`src/rtl/pill_feeder_sim.sv`:
```
// pill_feeder_sim: behavioural model of a pill hopper feeding bottles that
// are advanced under the chute by a conveyor. Every register updates on
// clk_1khz and uses a synchronous active-low reset.
// Optional feature macro: PILL_STOCK_EN. When defined, finite hopper stock
// and refills are modelled. When undefined, stock is infinite and
// hopper_add is ignored.
module pill_feeder_sim #(
    parameter int PILL_PERIOD = 250,
    parameter int TRAVEL_TIME = 2000,
    parameter int STOCK_INIT  = 500,
    parameter int REFILL_AMT  = 100,
    parameter int STOCK_MAX   = 999
) (
    input  logic       clk_1khz,
    input  logic       rst_n,
    input  logic       feed_en,
    input  logic       bottle_req,
    input  logic       hopper_add,
    input  logic       hopper_stop,
    input  logic       conveyor_stop,
    output logic       pill_pulse,
    output logic       bottle_ready,
    output logic [1:0] conv_state,
    output logic       hopper_empty,
    output logic [9:0] stock
);

    localparam int CNT_W    = (PILL_PERIOD > 1) ? $clog2(PILL_PERIOD) : 1;
    localparam int TRAVEL_W = (TRAVEL_TIME > 1) ? $clog2(TRAVEL_TIME) : 1;

    localparam logic [1:0] CONV_READY  = 2'd0;
    localparam logic [1:0] CONV_MOVING = 2'd1;
    localparam logic [1:0] CONV_JAMMED = 2'd2;

    logic [CNT_W-1:0]    pill_cnt;
    logic [TRAVEL_W-1:0] travel_cnt;
    logic                bottle_req_q;
    logic                feed_ok;
    logic                pill_due;
    logic                bottle_edge;

    // A bottle sits under the chute only while the conveyor is idle.
    assign bottle_ready = (conv_state == CONV_READY);
    assign feed_ok      = feed_en & ~hopper_stop & bottle_ready & ~hopper_empty;
    assign pill_due     = feed_ok & (pill_cnt == CNT_W'(PILL_PERIOD - 1));
    assign bottle_edge  = bottle_req & ~bottle_req_q;

    // Pill period counter and the one-cycle pill pulse.
    always_ff @(posedge clk_1khz) begin
        // NOTE: state is assigned with <= so every register samples the
        // pre-edge values of its neighbours regardless of statement order.
        if (!rst_n) begin
            pill_cnt   <= '0;
            pill_pulse <= 1'b0;
        end else begin
            pill_pulse <= pill_due;
            if (!feed_en) begin
                pill_cnt <= '0;
            end else if (pill_due) begin
                pill_cnt <= '0;
            end else if (feed_ok) begin
                pill_cnt <= pill_cnt + 1'b1;
            end
        end
    end

    // Conveyor state machine; the request edge register resets high so a
    // level already present at reset release is not seen as a new request.
    always_ff @(posedge clk_1khz) begin
        if (!rst_n) begin
            conv_state   <= CONV_READY;
            travel_cnt   <= '0;
            bottle_req_q <= 1'b1;
        end else begin
            bottle_req_q <= bottle_req;
            case (conv_state)
                CONV_READY: begin
                    if (bottle_edge) begin
                        conv_state <= CONV_MOVING;
                        travel_cnt <= TRAVEL_W'(TRAVEL_TIME - 1);
                    end
                end
                CONV_MOVING: begin
                    if (travel_cnt == '0) begin
                        conv_state <= conveyor_stop ? CONV_JAMMED : CONV_READY;
                    end else begin
                        travel_cnt <= travel_cnt - 1'b1;
                    end
                end
                CONV_JAMMED: begin
                    if (!conveyor_stop) begin
                        conv_state <= CONV_READY;
                    end
                end
                default: conv_state <= CONV_READY;
            endcase
        end
    end

`ifdef PILL_STOCK_EN
    logic        hopper_add_q;
    logic        refill_edge;
    logic [10:0] stock_sum;
    logic [10:0] stock_next;

    assign refill_edge = hopper_add & ~hopper_add_q;

    // Next stock: refill and pill draw combine before saturation.
    always_comb begin
        // NOTE: every always_comb output gets a value on entry, so no path
        // leaves it unassigned and no latch can be inferred.
        stock_sum = {1'b0, stock};
        if (refill_edge) begin
            stock_sum = stock_sum + 11'(REFILL_AMT);
        end
        if (pill_due) begin
            stock_sum = stock_sum - 11'd1;
        end
        stock_next = (stock_sum > 11'(STOCK_MAX)) ? 11'(STOCK_MAX) : stock_sum;
    end

    // Stock register with empty flag updated in the same cycle.
    always_ff @(posedge clk_1khz) begin
        if (!rst_n) begin
            stock        <= 10'(STOCK_INIT);
            hopper_empty <= (STOCK_INIT == 0);
            hopper_add_q <= 1'b1;
        end else begin
            stock        <= stock_next[9:0];
            hopper_empty <= (stock_next == 11'd0);
            hopper_add_q <= hopper_add;
        end
    end
`else
    // Infinite stock: constant outputs, refill input has no effect.
    assign stock        = 10'(STOCK_MAX);
    assign hopper_empty = 1'b0;

    logic unused_stock_cfg;
    assign unused_stock_cfg = hopper_add ^ (STOCK_INIT != 0) ^ (REFILL_AMT != 0);
`endif

endmodule
```
`config.mk`:
```
export PLATFORM = sky130hd
export DESIGN_NAME = pill_feeder_sim
export DESIGN_NICKNAME = d
export VERILOG_FILES = /design/src/rtl/pill_feeder_sim.sv
export SDC_FILE = /design/constraint.sdc
export NUM_CORES = 1
export LEC_CHECK = 0
export BUFFER_PORTS_ARGS = -buffer_cell sky130_fd_sc_hd__buf_2
export CORE_UTILIZATION = 35
export CTS_BUF_LIST = sky130_fd_sc_hd__clkbuf_8 sky130_fd_sc_hd__clkbuf_16
export DETAILED_ROUTE_END_ITERATION = 6
export SLEW_MARGIN = 20
export SYNTH_ARGS = -nofsm -noshare
export SYNTH_HDL_FRONTEND = slang
export SYNTH_SLANG_ARGS = --single-unit
export TNS_END_PERCENT = 1
```
`constraint.sdc`:
```
create_clock -name clk_1khz -period 1.9 [get_ports clk_1khz]
set_input_delay 0 -clock clk_1khz [delete_from_list [all_inputs] [get_ports clk_1khz]]
set_output_delay 0 -clock clk_1khz [all_outputs]
set_load 0.02 [all_outputs]
```
==> metrics <==
placer congestion estimate=between 0.8 and 0.9; synth unique cells=40; ys flop type=dfxtp_1; layout cell share with drive strength beyond 1=roughly 16%; CP max stage delay=between 500 and 600 ps; Area after DPL=around 0.0013 mm2; CP endpoint kind=register; WL final=2.26 mm; Root Buffer=clkbuf_8; Yosys warnings=0; clk sinks=23; syn_area_per_cell=roughly 8.5 um2; crit-path max FO=4; Area growth, synth to finish=14.9%; Pleak=about 0.52 nW; final setup margin=around 110 ps; global-route usage over all layers=14.0%; Final Hold Fails=0; Synth top area share=between 30% and 40%; CP Launch Type=register; Async SR Flop Fraction=0%; Crit path required time=just over 2000 ps; Slew @ Worst Pin=573 ps; H-tree depth=1; DR WL/cell=~11 um; final instance area=between 0.001 and 0.0015 mm2; CTS tree=yes; initial antenna violation count=0; Yosys top cell by area=dfxtp_1; dpl ws=between 100 and 150 ps; Post-synth top cells=23 x dfxtp_1, 12 x nor2_1, 11 x buf_4, 10 x nand2_1, 9 x nor3_1; hpwl dp=approximately 1.7 mm; crit path cell chain=buf_4 -> nor4_1 -> nand2_1 -> o41ai_1 -> a31oi_1; filler-free cell count of the finished design=204; Final Slew Violations=0; Synth Register Bits=23; vias in the first global route=823; CTS clk-pin slew, worst paths=90 ps; status=finished, final reports clean; via count=about 1000; worst endpoint data arrival time=about 1900 ps; worst skew pair latency=~270 ps; num rows=20; Mapped Cells=around 140; final hold slack=37.3 ps; max cap viols=0; Slowest-stage cell, CP=nor4_1; largest net degree at the start of global routing=13; PD cells=between 700 and 800 mW/mm2; number of enable flip-flop cells after synthesis=0; Synth Cell Area=about 0.0012 mm2; setup TNS=0 ps; Clock Path Buffers=2; placed insts=196; Routed Antenna Nets=0; post-CTS setup buffers=0; final period utilization=94.3%; Congestion Overflow GR=0; width of the die=about 60 um; dominant cells by area after synthesis=dfxtp_1 38%, buf_4 6.9%, nor3_1 3.8%, nor2_1 3.8%, xnor2_1 3.7%; sequential area share after synthesis=slightly below 40%; CORE AREA=between 0.003 and 0.004 mm2; Inserted Diodes=0; nets@finish=171; die area=~0.0037 mm2; Worst Setup Path Type=reg -> reg; global-route wire length before repair=3.71 mm; Die Ht=60.5 um; # resized after CTS=0; clk_skew=~4.5 ps; unrepaired setup endpoints after global routing=no; top-count cell post-synth=dfxtp_1; final setup violation count=0; First DRT Iteration DRCs=50; slew margin rel.=a little over 60%; VDD IR max=between 200 and 250 uV; Max Freq=roughly 0.56 GHz; Hold Path Class=in -> reg; Ports=22; DRC violations left=0; Vias/cell=approximately 5; IO Port Bufs=9; Initial Util=between 30% and 40%; Final Critical Period=~1800 ps; drt pass-1 iters=4; CTS Buf Count=3
-- path summary, 6_finish.rpt --
path	end	slack, ps	startpoint	cells past startpoint
setup / recovery	travel_cnt[9]	110	travel_cnt[0]	5
hold reg to reg	travel_cnt[10]	470	travel_cnt[10]	2
hold / removal	travel_cnt[7]	40	rst_n	2
setup reg to reg	travel_cnt[9]	110	travel_cnt[0]	5
-- report_power, final --
part           internal (mW)  total, mW  switching, mW
logic                 0.0952      0.223          0.127
registers              0.505      0.528         0.0231
clock network          0.145      0.311          0.166
-- layout make-up --
| cell class | count | area (um2) |
|---|---|---|
| fillers | 332 | 1780 |
| multi-input cells | 107 | 644 |
| flip-flops and latches | 23 | 465 |
| repair buffers | 21 | 145 |
| well taps | 44 | 55.1 |
| clock buffers | 3 | 41.3 |
| inverters | 5 | 18.8 |
| clock inverters | 1 | 3.75 |
-- critical path, delay by kind of cell (launching register included) --
kind	cells	cell delay [ps]
and+or+nand+nor	2	720
DFF	1	320
buffers and inverters	1	140
AOI/OAI and AO/OA	2	490
-- layout by cell type, fill, tap and decap left out, drive strengths merged, types with 2 or more instances in the layout --
cell	count
nor2	12
nor3	9
clkbuf	3
inv	5
xnor2	5
conb	11
a31oi	4
dlygate4sd3	4
nand2	10
or3	5
a211oi	4
o41ai	2
o21ai	3
xor2	2
nand4	3
dfxtp	23
nand3	5
buf	17
nor4	4
ha	3
a21oi	6
nand2b	4
-- through the flow --
stage / utilization [%] / power (mW)
floorplan: - / 0.705
CTS: 43.6 / 1.06
global placement: 40.9 / 0.749
global route: 43.6 / 1.12
detailed placement: 40.9 / 0.753
finish: 43.6 / 1.06
-- flip-flops by register name, summed over array words and instances (netlist names) --
signal and cells:
bottle_req_q 1, pill_cnt 8, pill_pulse 1, conv_state 2, travel_cnt 11
-- cells by family after synthesis --
| kind of cell | count (synthesis) | share of synthesized area (%) |
|---|---|---|
| compound gates | 25 | 14.0 |
| xor+xnor | 7 | 5.13 |
| fa+ha+maj | 3 | 3.14 |
| buf+inv | 20 | 10.5 |
| flops | 23 | 38.5 |
| mux | 2 | 1.78 |
| other cells | 2 | 0.628 |
| simple gates | 59 | 26.4 |
-- repair_timing --
action	CTS	global route
setup endpoints to repair	0	0
endpoints found under the hold margin	3	0
hold buffers	4	0
-- routing by layer --
layer	global-route usage (%)	share of wire [%]	wire length (um)
met1	19.1	52	1190
met2	19.9	41	935
met3	2.56	3.4	77
met4	9.42	2.8	64
met5	0	0	0
No activity file was read; power rests on OpenSTA's default activity.
